### src/rtl/lcd_pkg.sv
// lcd_pkg: shared types and constants for the LCD command sequencer.
//   state_t            sequencer FSM states
//   ROM_* constants    layout of an init ROM entry {is_delay, dc, byte}
//   rom_cmd/rom_data/rom_delay  helpers to build 8-bit init tables
//   DEFAULT_INIT_TABLE 16-entry power-up table for a typical TFT controller
//   max_of             helper for sizing counters
package lcd_pkg;

  typedef enum logic [3:0] {
    ST_IDLE,
    ST_RES_LOW,
    ST_RES_WAIT,
    ST_LOAD,
    ST_WAIT_DONE,
    ST_DELAY,
    ST_READY,
    ST_STREAM_WAIT,
    ST_ERROR
  } state_t;

  localparam logic DC_CMD  = 1'b0;
  localparam logic DC_DATA = 1'b1;

  // Entry layout for the 8-bit default tables; the ROM itself derives the
  // same layout from DATA_W: byte in the low bits, then dc, then is_delay.
  localparam int ROM_BYTE_W  = 8;
  localparam int ROM_DC_BIT  = ROM_BYTE_W;
  localparam int ROM_DLY_BIT = ROM_BYTE_W + 1;
  localparam int ROM_ENTRY_W = ROM_BYTE_W + 2;

  localparam int DEFAULT_INIT_LEN = 16;

  function automatic logic [ROM_ENTRY_W-1:0] rom_cmd(input logic [ROM_BYTE_W-1:0] b);
    return {1'b0, DC_CMD, b};
  endfunction

  function automatic logic [ROM_ENTRY_W-1:0] rom_data(input logic [ROM_BYTE_W-1:0] b);
    return {1'b0, DC_DATA, b};
  endfunction

  // Delay in units of DLY_UNIT_CYC; 0 means no wait at all.
  function automatic logic [ROM_ENTRY_W-1:0] rom_delay(input logic [ROM_BYTE_W-1:0] units);
    return {1'b1, 1'b0, units};
  endfunction

  function automatic int max_of(input int a, input int b);
    return (a > b) ? a : b;
  endfunction

  // Entry 0 sits in the least significant slice.
  localparam logic [DEFAULT_INIT_LEN*ROM_ENTRY_W-1:0] DEFAULT_INIT_TABLE = {
    rom_cmd(8'h29),    // 15 display on
    rom_delay(8'd10),  // 14
    rom_cmd(8'h13),    // 13 normal display mode
    rom_data(8'h7F),   // 12 column end low
    rom_data(8'h00),   // 11 column end high
    rom_data(8'h00),   // 10 column start low
    rom_data(8'h00),   //  9 column start high
    rom_cmd(8'h2A),    //  8 column address set
    rom_data(8'hC8),   //  7 memory access control value
    rom_cmd(8'h36),    //  6 memory access control
    rom_data(8'h05),   //  5 16 bpp
    rom_cmd(8'h3A),    //  4 pixel format
    rom_delay(8'd120), //  3
    rom_cmd(8'h11),    //  2 sleep out
    rom_delay(8'd150), //  1
    rom_cmd(8'h01)     //  0 software reset
  };

endpackage

### src/rtl/lcd_init_rom.sv
// lcd_init_rom: combinational init-table lookup.
//   idx       in   entry index
//   is_delay  out  entry is a delay (data = delay units)
//   dc        out  DC value for a byte entry
//   data      out  byte to send, or delay units
// Out-of-range indices read as an all-zero entry.
module lcd_init_rom
  import lcd_pkg::*;
#(
  parameter int DATA_W   = 8,
  parameter int INIT_LEN = 16,
  parameter int IDX_W    = 4,
  parameter logic [INIT_LEN*(DATA_W+2)-1:0] TABLE = '0
) (
  input  logic [IDX_W-1:0]  idx,
  output logic              is_delay,
  output logic              dc,
  output logic [DATA_W-1:0] data
);

  localparam int ENTRY_W = DATA_W + 2;

  logic [ENTRY_W-1:0] entry;

  always_comb begin
    entry = '0;
    for (int i = 0; i < INIT_LEN; i++) begin
      if (idx == IDX_W'(i)) entry = TABLE[i*ENTRY_W +: ENTRY_W];
    end
  end

  assign data     = entry[DATA_W-1:0];
  assign dc       = entry[DATA_W];
  assign is_delay = entry[DATA_W+1];

endmodule

### src/rtl/lcd_cmd_sequencer.sv
// lcd_cmd_sequencer: drives the panel reset pulse, replays the init ROM
// through the SPI master send/done handshake, then forwards user bytes.
//   clk, rst          clock, synchronous active-high reset
//   start             begin reset+init (accepted in IDLE/READY/ERROR)
//   spi_data/spi_send byte and one-cycle request to the SPI master
//   spi_done          byte-complete pulse from the SPI master
//   lcd_dc, lcd_res   panel DC line and active-low hardware reset
//   wr_valid/wr_dc/wr_data/wr_ready  user byte port
//   init_done, busy, error           status
module lcd_cmd_sequencer
  import lcd_pkg::*;
#(
  parameter int DATA_W       = 8,
  parameter int RES_LOW_CYC  = 2500,
  parameter int RES_WAIT_CYC = 30000,
  parameter int DLY_UNIT_CYC = 250,
  parameter int INIT_LEN     = 16,
  parameter int TIMEOUT_CYC  = 4096,
  parameter logic [INIT_LEN*(DATA_W+2)-1:0] INIT_TABLE = DEFAULT_INIT_TABLE
) (
  input  logic              clk,
  input  logic              rst,
  input  logic              start,
  output logic [DATA_W-1:0] spi_data,
  output logic              spi_send,
  input  logic              spi_done,
  output logic              lcd_dc,
  output logic              lcd_res,
  input  logic              wr_valid,
  input  logic              wr_dc,
  input  logic [DATA_W-1:0] wr_data,
  output logic              wr_ready,
  output logic              init_done,
  output logic              busy,
  output logic              error
);

  localparam int CNT_MAX = max_of(max_of(RES_LOW_CYC, RES_WAIT_CYC),
                                  max_of(255 * DLY_UNIT_CYC, TIMEOUT_CYC));
  localparam int CNT_W   = $clog2(CNT_MAX + 1);
  localparam int IDX_W   = (INIT_LEN > 1) ? $clog2(INIT_LEN) : 1;

  typedef logic [CNT_W-1:0] cnt_t;

  state_t            state, state_nxt;
  cnt_t              cnt, cnt_nxt;
  logic [IDX_W-1:0]  idx, idx_nxt;
  logic [DATA_W-1:0] data_q, data_nxt;
  logic              dc_q, dc_nxt;
  logic              send_q, send_nxt;
  logic              err_q, err_nxt;
  logic              init_q, init_nxt;

  logic              rom_dly, rom_dc;
  logic [DATA_W-1:0] rom_byte;
  logic              last_entry, start_ok, timed_out;

  lcd_init_rom #(
    .DATA_W  (DATA_W),
    .INIT_LEN(INIT_LEN),
    .IDX_W   (IDX_W),
    .TABLE   (INIT_TABLE)
  ) u_rom (
    .idx     (idx),
    .is_delay(rom_dly),
    .dc      (rom_dc),
    .data    (rom_byte)
  );

  assign start_ok   = start && (state inside {ST_IDLE, ST_READY, ST_ERROR});
  assign last_entry = (idx == IDX_W'(INIT_LEN - 1));
  assign timed_out  = (cnt == cnt_t'(TIMEOUT_CYC - 1));

  always_ff @(posedge clk) begin
    if (rst) begin
      state  <= ST_IDLE;
      cnt    <= '0;
      idx    <= '0;
      data_q <= '0;
      dc_q   <= 1'b0;
      send_q <= 1'b0;
      err_q  <= 1'b0;
      init_q <= 1'b0;
    end else begin
      state  <= state_nxt;
      cnt    <= cnt_nxt;
      idx    <= idx_nxt;
      data_q <= data_nxt;
      dc_q   <= dc_nxt;
      send_q <= send_nxt;
      err_q  <= err_nxt;
      init_q <= init_nxt;
    end
  end

  always_comb begin
    state_nxt = state;
    cnt_nxt   = cnt;
    idx_nxt   = idx;
    data_nxt  = data_q;
    dc_nxt    = dc_q;
    send_nxt  = 1'b0;
    err_nxt   = err_q;
    init_nxt  = init_q;

    if (start_ok) begin
      state_nxt = ST_RES_LOW;
      cnt_nxt   = '0;
      err_nxt   = 1'b0;
      init_nxt  = 1'b0;
    end else begin
      unique case (state)
        ST_RES_LOW: begin
          if (cnt == cnt_t'(RES_LOW_CYC - 1)) begin
            state_nxt = ST_RES_WAIT;
            cnt_nxt   = '0;
          end else begin
            cnt_nxt = cnt + cnt_t'(1);
          end
        end

        ST_RES_WAIT: begin
          if (cnt == cnt_t'(RES_WAIT_CYC - 1)) begin
            state_nxt = ST_LOAD;
            cnt_nxt   = '0;
            idx_nxt   = '0;
          end else begin
            cnt_nxt = cnt + cnt_t'(1);
          end
        end

        ST_LOAD: begin
          if (!rom_dly) begin
            data_nxt  = rom_byte;
            dc_nxt    = rom_dc;
            send_nxt  = 1'b1;
            cnt_nxt   = '0;
            state_nxt = ST_WAIT_DONE;
          end else if (rom_byte == '0) begin
            // Zero-length delay: skip straight to the next entry.
            state_nxt = last_entry ? ST_READY : ST_LOAD;
            idx_nxt   = last_entry ? idx : idx + IDX_W'(1);
            init_nxt  = last_entry;
          end else begin
            // Count down to zero inclusive, so preload total-1.
            cnt_nxt   = cnt_t'(rom_byte) * cnt_t'(DLY_UNIT_CYC) - cnt_t'(1);
            state_nxt = ST_DELAY;
          end
        end

        ST_WAIT_DONE: begin
          if (spi_done) begin
            state_nxt = last_entry ? ST_READY : ST_LOAD;
            idx_nxt   = last_entry ? idx : idx + IDX_W'(1);
            init_nxt  = last_entry;
          end else if (timed_out) begin
            state_nxt = ST_ERROR;
            err_nxt   = 1'b1;
          end else begin
            cnt_nxt = cnt + cnt_t'(1);
          end
        end

        ST_DELAY: begin
          if (cnt == '0) begin
            state_nxt = last_entry ? ST_READY : ST_LOAD;
            idx_nxt   = last_entry ? idx : idx + IDX_W'(1);
            init_nxt  = last_entry;
          end else begin
            cnt_nxt = cnt - cnt_t'(1);
          end
        end

        ST_READY: begin
          if (wr_valid) begin
            data_nxt  = wr_data;
            dc_nxt    = wr_dc;
            send_nxt  = 1'b1;
            cnt_nxt   = '0;
            state_nxt = ST_STREAM_WAIT;
          end
        end

        ST_STREAM_WAIT: begin
          if (spi_done) begin
            state_nxt = ST_READY;
          end else if (timed_out) begin
            state_nxt = ST_ERROR;
            err_nxt   = 1'b1;
          end else begin
            cnt_nxt = cnt + cnt_t'(1);
          end
        end

        default: ;
      endcase
    end
  end

  assign spi_data  = data_q;
  assign spi_send  = send_q;
  assign lcd_dc    = dc_q;
  assign lcd_res   = (state != ST_RES_LOW);
  assign wr_ready  = (state == ST_READY);
  assign init_done = init_q;
  assign busy      = !(state inside {ST_IDLE, ST_READY, ST_ERROR});
  assign error     = err_q;

endmodule

### config.mk
export PLATFORM = sky130hd
export DESIGN_NAME = lcd_cmd_sequencer
export DESIGN_NICKNAME = d
export VERILOG_FILES = /design/src/rtl/lcd_pkg.sv /design/src/rtl/lcd_init_rom.sv /design/src/rtl/lcd_cmd_sequencer.sv
export SDC_FILE = /design/constraint.sdc
export NUM_CORES = 1
export LEC_CHECK = 0
export ABC_AREA = 1
export BUFFER_PORTS_ARGS = -buffer_cell sky130_fd_sc_hd__buf_2
export CORE_MARGIN = 3
export CORE_UTILIZATION = 25
export CTS_CLUSTER_DIAMETER = 150
export DETAILED_ROUTE_END_ITERATION = 7
export GPL_TIMING_DRIVEN = 0
export HOLD_SLACK_MARGIN = 0.03
export PLACE_DENSITY = 0.49
export SLEW_MARGIN = 20
export SYNTH_ARGS = -nofsm -noshare
export SYNTH_HDL_FRONTEND = slang
export SYNTH_SLANG_ARGS = --single-unit
### constraint.sdc
create_clock -name clk -period 10.7 [get_ports clk]
set_input_delay 0.535 -clock clk [delete_from_list [all_inputs] [get_ports clk]]
set_output_delay 0.535 -clock clk [all_outputs]
set_load 0.1 [all_outputs]
Yosys cells after proc, flatten, opt, wreduce, memory -nomap -nowiden
Index checks and enable logic that the tools add are counted.

Multiplexer cells: 58. Reduce and logical (&&, ||, !) cells: 22. Bitwise gates (word level): 2. $mul: 1. Equality and inequality tests: 43. $add $sub $neg: 4.

Operators with widths (number): two-way mux 10 bit (15); two-way mux 16 bit (8); one-hot mux 16 bit (6 select lines) (1); two-way mux 4 bit (13); == test 4 bit (second input constant) (9); == test 16 x 12 -> 1 bit (second input constant) (2); == test 4 x 3 -> 1 bit (second input constant) (8); subtractor 16 x 1 -> 16 bit (second input constant) (2); one-hot mux 4 bit (7 select lines) (1); inequality test 2 bit (second input constant) (10); adder 16 x 1 -> 16 bit (second input constant) (1); == test 16 x 15 -> 1 bit (second input constant) (1); == test 4 x 2 -> 1 bit (second input constant) (4); zero test 16 bit (1); two-way mux 8 bit (2); one-hot mux 4 bit (4 select lines) (1); one-hot mux 8 bit (2 select lines) (1); multiplier 8 x 7 -> 15 bit (second input constant) (1); AND reduction 5 bit (3); inequality test 3 bit (second input constant) (4); two-way mux 1 bit (10); two-way mux 3 bit (3); == test 4 x 1 -> 1 bit (second input constant) (2); zero test 4 bit (2); other kinds (21) (25).

Logic and storage cells: 139. Output and inout port bits: 15. Input bits: 14. Register bits after elaboration: 36.

Logic depth before layout (Yosys ltp)
Gate-level depths: netlist of the first run.

Word-level depth: 22. Depth in mapped cells: 36. Depth with buffers taken out: 36.

Hierarchy
From an unflattened synthesis of the first run, not the netlist that was laid out.

Cells, all modules: 788. Area total of the unflattened synthesis: 4982.3 um^2.

By module, submodules not included: lcd_cmd_sequencer (cells an instance 739, sequential area each 720.7 um^2, instances 1, area an instance 4767.1 um^2); lcd_init_rom (cells an instance 49, sequential area each 0.0 um^2, instances 1, area an instance 215.2 um^2).

Worst setup path after synthesis of the first run
Ideal clock, no wire load.

Kind: reg-to-reg. Start point: reg idx[0]. End point: reg cnt[15]. Arrival time: 5.173 ns. Library setup time: 0.109 ns. Buffers on the path: 0. Slack: 5.419 ns. Period minus slack after synthesis: 5.281 ns. Required time: 10.591 ns. Cell stages (with the launch flop): 32. Path through: dfxtp_1 inv_1 ha_1 inv_1 nand4_1 nand2_1 nor2_1 nand2_1 nand2_1 nand2_1 inv_1 fa_1 inv_1 fa_1 fa_1 inv_1 fa_1 ha_1 nand2_1 nand2_1 inv_1 nand2_1 xnor2_1 nand2_1 nor2_1 nand3_1 nor2_1 nand3_1 nand3_1 nand3_1 nand2_1 inv_1.

Word-level cells in the longest chain between the ends: 22. Elaborated cells between the ends (all ways): 40. Classes of those cells: 1 x add/sub; 1 x mul; 16 x eq/ne; 19 x mux; 3 x reduce/logical.

RTL lines: from (decl) (RTL line lcd_cmd_sequencer.sv:47) `logic [IDX_W-1:0] idx, idx_nxt;`; from (signal assigned) (RTL line lcd_cmd_sequencer.sv:87) `idx <= idx_nxt;`; zero test 4 bit (RTL line lcd_init_rom.sv:28) `if (idx == IDX_W'(i)) entry = TABLE[i*ENTRY_W +: ENTRY_W];`; two-way mux 1 bit (RTL line lcd_init_rom.sv:28); two-way mux 10 bit (14 in series) (RTL line lcd_init_rom.sv:28); two-way mux 10 bit (*) (RTL line lcd_init_rom.sv:28); multiplier 8 x 7 -> 15 bit (RTL line lcd_cmd_sequencer.sv:146) `cnt_nxt = cnt_t'(rom_byte) * cnt_t'(DLY_UNIT_CYC) - cnt_t'(1);`; subtractor 16 x 1 -> 16 bit (RTL line lcd_cmd_sequencer.sv:146); two-way mux 16 bit (RTL line lcd_cmd_sequencer.sv:139) `end else if (rom_byte == '0) begin`; two-way mux 16 bit (RTL line lcd_cmd_sequencer.sv:133) `if (!rom_dly) begin`; one-hot mux 16 bit (6 select lines) (RTL line lcd_cmd_sequencer.sv:112) `unique case (state)`; to (signal assigned) (RTL line lcd_cmd_sequencer.sv:86) `cnt <= cnt_nxt;`; to (decl) (RTL line lcd_cmd_sequencer.sv:46) `cnt_t cnt, cnt_nxt;`.

Every way passes the cells marked *; elsewhere a longest branch is shown, timed or not. The select of a mux whose other input is x is not followed. A chain may end at the register's enable or synchronous reset.

Worst setup path after layout of the first run
Same ends and word-level chain as after synthesis.

==> metrics.txt, run 1 <==
outcome complete, no violations; drt wl/cell between 10 and 15 microns; clock sinks 36; Syn-to-layout area delta 12.09%; Total GRT Usage 0.1443; number of synthesized flops with an enable pin 0; vias in the first global route approximately 5200; Fillers about 2200; clock latency on the worst-skew pair around 300 ps; Initial Util 0.2591; dpl ws around 4500 ps; most numerous cell in the Yosys netlist nand2_1; crit share post-route 0.5771; startpoint types register; ys async rst share 0; Post-DP HPWL between 10000 and 15000 microns; crit-path leading delay family adder cells; Tmin final roughly 6200 ps; Final WS setup ~4500 ps; postcts setup bufs 0; RSZ-0062 raised after global routing false; Peak VDD IR approximately 0.000063 V; first-pass GRT wire length 26160 microns; Fin. Hold Viols 0; Synth top area share 0.1401; Worst path max stage delay 660 ps; post-CTS resize count 0; Iter 0 DRT Violations about 460; hold_buf cts 0; die area approximately 22000 sq um; WHS between 400 and 500 ps; ranking of synthesized cells by area dfxtp_1 14%, nand2_1 13%, ha_1 12%, inv_1 11%, fa_1 8.6%; commonest cells in the netlist 174 x nand2_1, 154 x inv_1, 97 x nor2_1, 55 x nand3_1, 49 x ha_1; Syn Area/Cell around 6.2 sq um; crit-path max FO 7; YS warnings 0; Final Max Slew Viols 0; Worst Tran Pin Value slightly above 800 ps; layout cells sized above 1 0.09733; Worst Hold Class reg -> reg; Top Ports 29; Cells after Synth roughly 830; GR Overflow Total 0; die width 149.4 microns; Util after Layout 0.2905; Netlist cell types between 40 and 50; largest net degree at the start of global routing 12; nets@finish between 900 and 1000; leading area contributor after synthesis dfxtp_1; CTS tree done; Pwr Density ~170 nW/um^2; Port Buf Inserts 28; die height 149.4 microns; slew margin rel. 0.4486; WS Path Type reg -> reg; Critical Path RT ~11000 ps; Worst Skew 8.258 ps; DR pass1 iterations 5; CTS max path bufs 2; mapped cell area between 5000 and 6000 sq um; routed vias roughly 5300; crit end category register; CTS Root Cell clkbuf_16; highest-delay cell along the critical path nor2_1; final cell count without fillers roughly 1100; register area share after synthesis 0.1401; Setup TNS 0 ps; fmax approximately 160 MHz; clock slew seen by the registers of the worst setup and hold paths approximately 70 ps; post-route ant nets 0; routability cong. roughly 0.89; antenna cells 0; max_cap viols 0; DRC Markers 0; Main synth FF type dfxtp_1; Syn Nets roughly 900; TritonCTS Buffers 5; endpoints failing setup 0; # H-tree levels 2; post-DR vias/cell between 4 and 5; Core ar. between 15000 and 20000 sq um; Post-Route WL roughly 15000 microns; CP Buf/Inv Count 6; row cnt just over 50; WP data arrival between 6000 and 7000 ps; Inst Count DP around 1100; initial antenna violation count 0; P_leak 2.939 nW; synthesized flop and latch total 36
## kinds of logic after synthesis
group,Yosys count,share of synthesized area
adder cells (fa/ha/maj),71,0.2049
XOR/XNOR,21,0.03723
AND/OR/NAND/NOR,395,0.3421
buffers and inverters,178,0.1377
flip-flops,36,0.1401
AO/OA/AOI/OAI,126,0.1380
## cells in the final DEF, fill, tap and decap left out, drive strengths merged, types with 2 or more instances in the layout
cell type	instances
inv	162
fa	22
nand3	57
nor4	5
o2111ai	2
o21ai	55
o31ai	2
a21oi	42
or2	3
clkbuf	11
buf	40
nor3	21
nand2	178
nor2	110
dfxtp	36
o211ai	9
a31oi	7
ha	49
xnor2	8
nand4	18
xor2	13
a311oi	2
o22ai	2
## registers in the layout, indices dropped and copies added, names as in the netlist
name and count:
spi_send 1, cnt 16, error 1, state 4, lcd_dc 1, idx 4, init_done 1, spi_data 8
## power by group
part | leakage, nW | total (mW) | switching, mW | internal, mW
logic | 2.58 | 0.649 | 0.438 | 0.211
registers | 0.292 | 0.164 | 0.0161 | 0.148
clock network | 0.0701 | 0.160 | 0.0670 | 0.0931
total | 2.94 | 0.973 | 0.521 | 0.452
## final timing paths
path                             endpoint  slack, ps  cells past startpoint       from
worst max-delay path              cnt[15]       4520                     28     idx[0]
worst min-delay path            init_done        460                      2  init_done
worst max register to register    cnt[15]       4520                     28     idx[0]
worst min register to register  init_done        460                      2  init_done
## metal layers
metal  GRT usage  up-vias  routed length [microns]
li1            -     2726                        -
met1      0.2079     2395                     7712
met2      0.2312      123                     6643
met3     0.02029       12                      583
met4     0.02838        0                      173
met5           0        -                        0
## per-stage QoR
stage,total power [mW],cell area [sq um]
floorplan,0.6705,5142
global placement,0.8158,5614
detailed placement,0.8132,5614
CTS,0.9801,5764
global route,1.086,5764
finish,0.9731,5764
## worst register-to-register path, delay by kind of cell (launching register included)
family                     cells  cell delay [ps]
DFF                            1              380
and+or+nand+nor               15             2290
adders and majority gates      6             2630
buffers and inverters          6              480
xor gates and xnor gates       1              320
## final cells by class
cell class,count,area [sq um],share of cell area
Sequential cell,36,720.7,0.1250
Clock buffer,7,142.6,0.02474
Buffer,16,97.59,0.01693
Inverter,162,610.6,0.1059
Timing Repair Buffer,28,140.1,0.02431
Clock inverter,1,7.507,0.001302
Multi-Input combinational cell,613,3714,0.6442
Tap cell,265,331.6,0.05752
(Power assumes the default switching activity.)
==> run 2, diff against run 1 <==
--- a/config.mk
+++ b/config.mk
@@ -13,7 +13,7 @@
 export DETAILED_ROUTE_END_ITERATION = 7
 export GPL_TIMING_DRIVEN = 0
 export HOLD_SLACK_MARGIN = 0.03
-export PLACE_DENSITY = 0.49
+export PLACE_DENSITY = 0.51
 export SLEW_MARGIN = 20
 export SYNTH_ARGS = -nofsm -noshare
 export SYNTH_HDL_FRONTEND = slang
==> constraint.sdc (replaced) <==
create_clock -name clk -period 5.2 [get_ports clk]
set_input_delay 0.26 -clock clk [delete_from_list [all_inputs] [get_ports clk]]
set_output_delay 0.26 -clock clk [all_outputs]
set_load 0.1 [all_outputs]
==> run 2 against run 1 <==
  * Hold slack got worse by 230 ps
  * Cell area increased by 17%
  * Highest routed layer unchanged
  * Clock-buffer cell count is the same
  * Power grew to 2.7 times the previous value
  * Final cell count up 3.8%
  * Global-route usage decreased by 0.14 points
  * Maximum frequency grew 22%
  * Utilization grew 4.9 points
==> metrics.txt, run 2 (synthesis results as in run 1) <==
outcome complete, no violations (unchanged); crit share post-route 0.9712 (was 0.5771); Setup TNS 0 ps (unchanged); WS Path Type reg -> reg (unchanged); post-route ant nets 0 (unchanged); Worst Hold Class in -> reg (was reg -> reg); antenna cells 0 (unchanged); hold_buf cts 0 (unchanged); Top Ports 29 (unchanged); Post-DP HPWL 12010 microns (was 12170 microns); R2R Setup Slk 150 ps (was 4520 ps); Core ar. 19850 sq um (unchanged); final cell count without fillers 1171 (was 1128); vias in the first global route 5183 (was 5248); post-DR vias/cell 4.693 (was 4.660); max_cap viols 0 (unchanged); Reg2Reg Depth 26 (was 28); drt wl/cell 13.74 microns (was 13.40 microns); Critical Path RT 5430 ps (was 10910 ps); Final Max Slew Viols 0 (unchanged); initial antenna violation count 0 (unchanged); Largest register FFs 16 (unchanged); DRC Markers 0 (unchanged); dpl ws -832.1 ps (was 4509 ps); first-pass GRT wire length 26000 microns (was 26160 microns); row cnt 51 (unchanged); layout cells sized above 1 0.2748 (was 0.09733); nets@finish 990 (was 947); die area 22330 sq um (unchanged); Syn-to-layout area delta 30.97% (was 12.09%); commonest non-fill, non-tap cell in the layout nand2_1 (unchanged); RSZ-0062 raised after global routing true (was false); startpoint types register (unchanged); WP data arrival 5280 ps (was 6380 ps); Fillers 2128 (was 2244); clock slew seen by the registers of the worst setup and hold paths 60 ps (was 70 ps); worst reg2reg endpoint cnt[12] (was cnt[15]); Util after Layout 0.3394 (was 0.2905); Inst Count DP 1120 (unchanged); Pwr Density 397.3 nW/um^2 (was 168.8 nW/um^2); WHS 222.8 ps (was 456.8 ps); fmax 198.0 MHz (was 161.9 MHz); CTS tree done (unchanged); most frequent cells in the layout 138 x nand2_1, 129 x inv_1, 83 x nor2_1 (was 174 x nand2_1, 154 x inv_1, 97 x nor2_1); routability cong. 0.8928 (was 0.8869); worst setup path end cnt[12] (was cnt[15]); Worst Skew 7.985 ps (was 8.258 ps); clock sinks 36 (unchanged); highest-delay cell along the critical path fa_1 (was nor2_1); worst setup path startpoint idx[0] (unchanged); Post-Route WL 16090 microns (was 15110 microns); slew margin rel. 0.5947 (was 0.4486); routed vias 5496 (was 5256); Worst Tran Pin Value 608.0 ps (was 824.0 ps); Tmin final 5050 ps (was 6175 ps); Total GRT Usage 0.1428 (was 0.1443); CTS Root Cell clkbuf_16 (unchanged); crit end category register (unchanged); largest net degree at the start of global routing 12 (unchanged); P_leak 3.190 nW (was 2.939 nW); TritonCTS Buffers 5 (unchanged); Iter 0 DRT Violations 544 (was 463); Fin. Hold Viols 0 (unchanged); largest register by flop count cnt (unchanged); crit-path max FO 6 (was 7); GR Overflow Total 0 (unchanged); CTS max path bufs 2 (unchanged); endpoints failing setup 0 (unchanged); Worst path max stage delay 540 ps (was 660 ps); Port Buf Inserts 28 (unchanged); # H-tree levels 2 (unchanged); Final WS setup 149.5 ps (was 4525 ps); DR pass1 iterations 5 (unchanged); die width 149.4 microns (unchanged); Critical R2R Launch idx[0] (unchanged); die height 149.4 microns (unchanged); clock latency on the worst-skew pair 300 ps (about the same); Initial Util 0.2591 (unchanged); Peak VDD IR 0.0002697 V (was 0.00006308 V); most used cell, CP inv_2
==> run 2: changes by cell type in the layout (fill, tap and decap cells not counted), sizes merged <==
cell    change
inv         -1
clkinv      +1
buf        +43
==> run 2: worst min path at each step <==
stage / startpoint / to / depth (start not counted)
after CTS: rst / idx[1] / 2
after floorplan: rst / idx[1] / 1
final: rst / idx[1] / 2
after global routing: rst / idx[1] / 2
after detailed placement: init_done / init_done / 2
after global placement: init_done / init_done / 2
==> run 2: power breakdown <==
part           switching, mW  total (mW)  internal, mW
Combinational           1.18        2.02         0.846
Clock                  0.134       0.313         0.179
Sequential            0.0354       0.340         0.305
==> run 2: through the flow <==
step / instance area, sq um / power (mW)
final: 6735 / 2.676
after global routing: 6735 / 2.921
after CTS: 6072 / 2.171
after detailed placement: 5624 / 1.681
after global placement: 5624 / 1.689
after floorplan: 5152 / 1.398
==> run 2: what timing repair did <==
| action | CTS | global route |
|---|---|---|
| gates resized for setup | 54 | 119 |
| endpoints found under the setup margin | 9 | 9 |
| setup buffers | 14 | 30 |
| gates cloned | 0 | 0 |
| pin swaps | 15 | 77 |
==> run 2: layout make-up <==
| type | count | area, sq um | share of cell area |
|---|---|---|---|
| repair buffers | 72 | 485.5 | 0.07208 |
| clock buffers | 7 | 132.6 | 0.01969 |
| clock inverters | 1 | 8.758 | 0.001300 |
| well taps | 265 | 331.6 | 0.04923 |
| plain buffers | 15 | 96.34 | 0.01430 |
| multi-input cells | 613 | 4318 | 0.6411 |
| inverters | 162 | 634.4 | 0.09419 |
| flip-flops and latches | 36 | 728.2 | 0.1081 |
==> run 2: critical path, delay by kind of cell, from the launching register on <==
family / cells / cell delay (ps)
AND/OR/NAND/NOR: 10 / 1040
adder cells (fa/ha/maj): 6 / 2450
buffers and inverters: 6 / 540
AO/OA/AOI/OAI: 3 / 440
XOR/XNOR: 1 / 130
flip-flops: 1 / 410
==> run 2: metal layers <==
layer	GRT usage	part of all wire	vias up
met5	0	0	-
met4	0.03341	0.016	0
met3	0.01938	0.033	19
met2	0.2364	0.47	124
met1	0.1979	0.48	2539
li1	-	-	2814
==> run 3, diff against run 2 <==
==> constraint.sdc (replaced) <==
create_clock -name clk -period 4.2 [get_ports clk]
set_input_delay 0.21 -clock clk [delete_from_list [all_inputs] [get_ports clk]]
set_output_delay 0.21 -clock clk [all_outputs]
set_load 0.1 [all_outputs]
==> run 3 against run 2 <==
  * Cell area increased by 0.58%
  * Combinational power is 31% higher
  * Critical path depth rose by 5
  * Largest cell class unchanged
  * The run now ends with setup timing left
  * Critical path type unchanged
  * Clock skew is 3.7 ps higher
  * Sequential share of layout area shrank 0.062 points
  * Utilization increased by 0.20 points
  * Clock-buffer cell count down 1
==> metrics.txt, run 3 (synthesis results as in run 1) <==
die area 22330 sq um (unchanged); Syn-to-layout area delta 31.73% (was 30.97%); Final Max Slew Viols 0 (unchanged); row cnt 51 (unchanged); largest net degree at the start of global routing 11 (was 12); Top Ports 29 (unchanged); DR pass1 iterations 5 (unchanged); gr busiest metal met2 (unchanged); hold_buf cts 0 (unchanged); P_leak 3.215 nW (was 3.190 nW); met2 usage 0.2362 (was 0.2364); clock power share 0.110 (was 0.117); Iter 0 DRT Violations 461 (was 544); Util after Layout 0.3413 (was 0.3394); Largest register FFs 16 (unchanged); M1 GR Usage 0.2051 (was 0.1979); # H-tree levels 2 (unchanged); Initial Util 0.2591 (unchanged); final cell count without fillers 1170 (was 1171); routed vias 5486 (was 5496); Final WS setup -790.3 ps (was 149.5 ps); CTS Root Cell clkbuf_16 (unchanged); startpoint types register (unchanged); crit-path max FO 6 (unchanged); Port Buf Inserts 28 (unchanged); CTS max path bufs 2 (unchanged); die height 149.4 microns (unchanged); clock sinks 36 (unchanged); nets@finish 990 (unchanged); crit end category register (unchanged); Peak VDD IR 0.0003463 V (was 0.0002697 V); slew margin rel. 0.5768 (was 0.5947); fmax 200.4 MHz (was 198.0 MHz); endpoints failing setup 10 (was 0); clock latency on the worst-skew pair 290 ps (was 300 ps); highest-delay cell along the critical path fa_1 (unchanged); Total GRT Usage 0.1462 (was 0.1428); die width 149.4 microns (unchanged); violated checks setup timing; post-DR vias/cell 4.689 (was 4.693); Power Internal 1.760 mW (was 1.330 mW); GR Overflow Total 0 (unchanged); DRC Markers 0 (unchanged); layout cells sized above 1 0.2608 (was 0.2748); post-route ant nets 0 (unchanged); sequential fraction of design power 0.122 (was 0.127); drt wl/cell 13.75 microns (was 13.74 microns); WS Path Type reg -> reg (unchanged); largest register by flop count cnt (unchanged); CTS tree done (unchanged); vias in the first global route 5287 (was 5183); initial antenna violation count 0 (unchanged); most frequent cells in the layout 140 x nand2_1, 132 x inv_1, 86 x nor2_1 (was 138 x nand2_1, 129 x inv_1, 83 x nor2_1); Worst Tran Pin Value 629.0 ps (was 608.0 ps); antenna cells 0 (unchanged); max_cap viols 0 (unchanged); crit share post-route 1.188 (was 0.9712); M3 GR Usage 0.02241 (was 0.01938); Post-DP HPWL 12270 microns (was 12010 microns); routability cong. 0.8927 (was 0.8928); Worst Skew 11.69 ps (was 7.985 ps); WHS 187.3 ps (was 222.8 ps); Critical Path RT 4390 ps (was 5430 ps); Fin. Hold Viols 0 (unchanged); Tmin final 4990 ps (was 5050 ps); Worst path max stage delay 520 ps (was 540 ps); WP data arrival 5180 ps (was 5280 ps); most used cell, CP nand2_2 (was inv_2); commonest non-fill, non-tap cell in the layout nand2_1 (unchanged); Comb power frac 0.768 (was 0.756); Inst Count DP 1120 (unchanged); Worst Hold Class in -> reg (unchanged); Psw 1.686 mW (was 1.346 mW); Core ar. 19850 sq um (unchanged); sw frac 0.4892 (was 0.5030); TritonCTS Buffers 5 (unchanged); Post-Route WL 16090 microns (about the same); Pwr Density 508.8 nW/um^2 (was 397.3 nW/um^2); RSZ-0062 raised after global routing true (unchanged); first-pass GRT wire length 26570 microns (was 26000 microns); outcome finished with violations (was complete, no violations); clock slew seen by the registers of the worst setup and hold paths 70 ps (was 60 ps)
run 3: changes by cell type in the layout (fill, tap and decap cells not counted), sizes merged:
cell	delta
clkbuf	-1
inv	+1
clkinvlp	-1
run 3: cell type report:
cell class	count	area, sq um
clock buffer	6	128.9
buffer	15	96.34
fill	2129	13070
multi-input combinational	613	4313
tap	265	331.6
inverter	162	633.1
timing repair buffer	72	538.0
clock inverter	1	5.005
sequential	36	728.2
run 3: power by group through the flow:
| stage | logic [mW] | clock network, mW | registers, mW |
|---|---|---|---|
| floorplan | 1.44 | 0 | 0.446 |
| global placement | 1.84 | 0 | 0.426 |
| detailed placement | 1.85 | 0 | 0.425 |
| CTS | 2.13 | 0.392 | 0.419 |
| global route | 2.91 | 0.403 | 0.427 |
| finish | 2.65 | 0.379 | 0.422 |
run 3: path summary, 6_finish.rpt:
check                           startpoint          end  slack, ps  cells after the start
worst max-delay path                idx[0]      cnt[15]       -790                     31
worst min register to register   init_done    init_done        450                      2
worst min-delay path            wr_data[5]  spi_data[5]        190                      3
worst max register to register      idx[0]      cnt[15]       -790                     31
run 3: worst max-delay path, delay by kind of cell, from the launching register on:
kind	cells	cell delay, ps
XOR/XNOR	1	120
adder cells (fa/ha/maj)	6	2480
buffers and inverters	7	350
flip-flops	1	410
AND/OR/NAND/NOR	17	1510
run 3: metrics by stage:
step	setup TNS [ps]	worst slack, ps	area (sq um)	power (mW)
2_1_floorplan	-4097	-629.6	5314	1.887
3_3_place_gp	-9570	-1179	5786	2.266
3_5_place_dp	-9505	-1201	5786	2.271
4_1_cts	-6257	-778.4	6355	2.941
5_1_grt	-9173	-1075	6774	3.745
6_report	-6698	-790.3	6774	3.446
run 3: timing repair:
item	in CTS	in global routing
buffers inserted	22	22
setup endpoints to repair	10	10
pin swaps	33	37
hold endpoints to repair	0	0
gates resized for setup	67	59
run 3: routing by layer:
layer / share of wire / vias up / wire, microns
met1: 0.48 / 2513 / 7732
met5: 0 / - / 0
li1: - / 2812 / -
met4: 0.019 / 0 / 305
met3: 0.046 / 25 / 733
met2: 0.45 / 136 / 7317
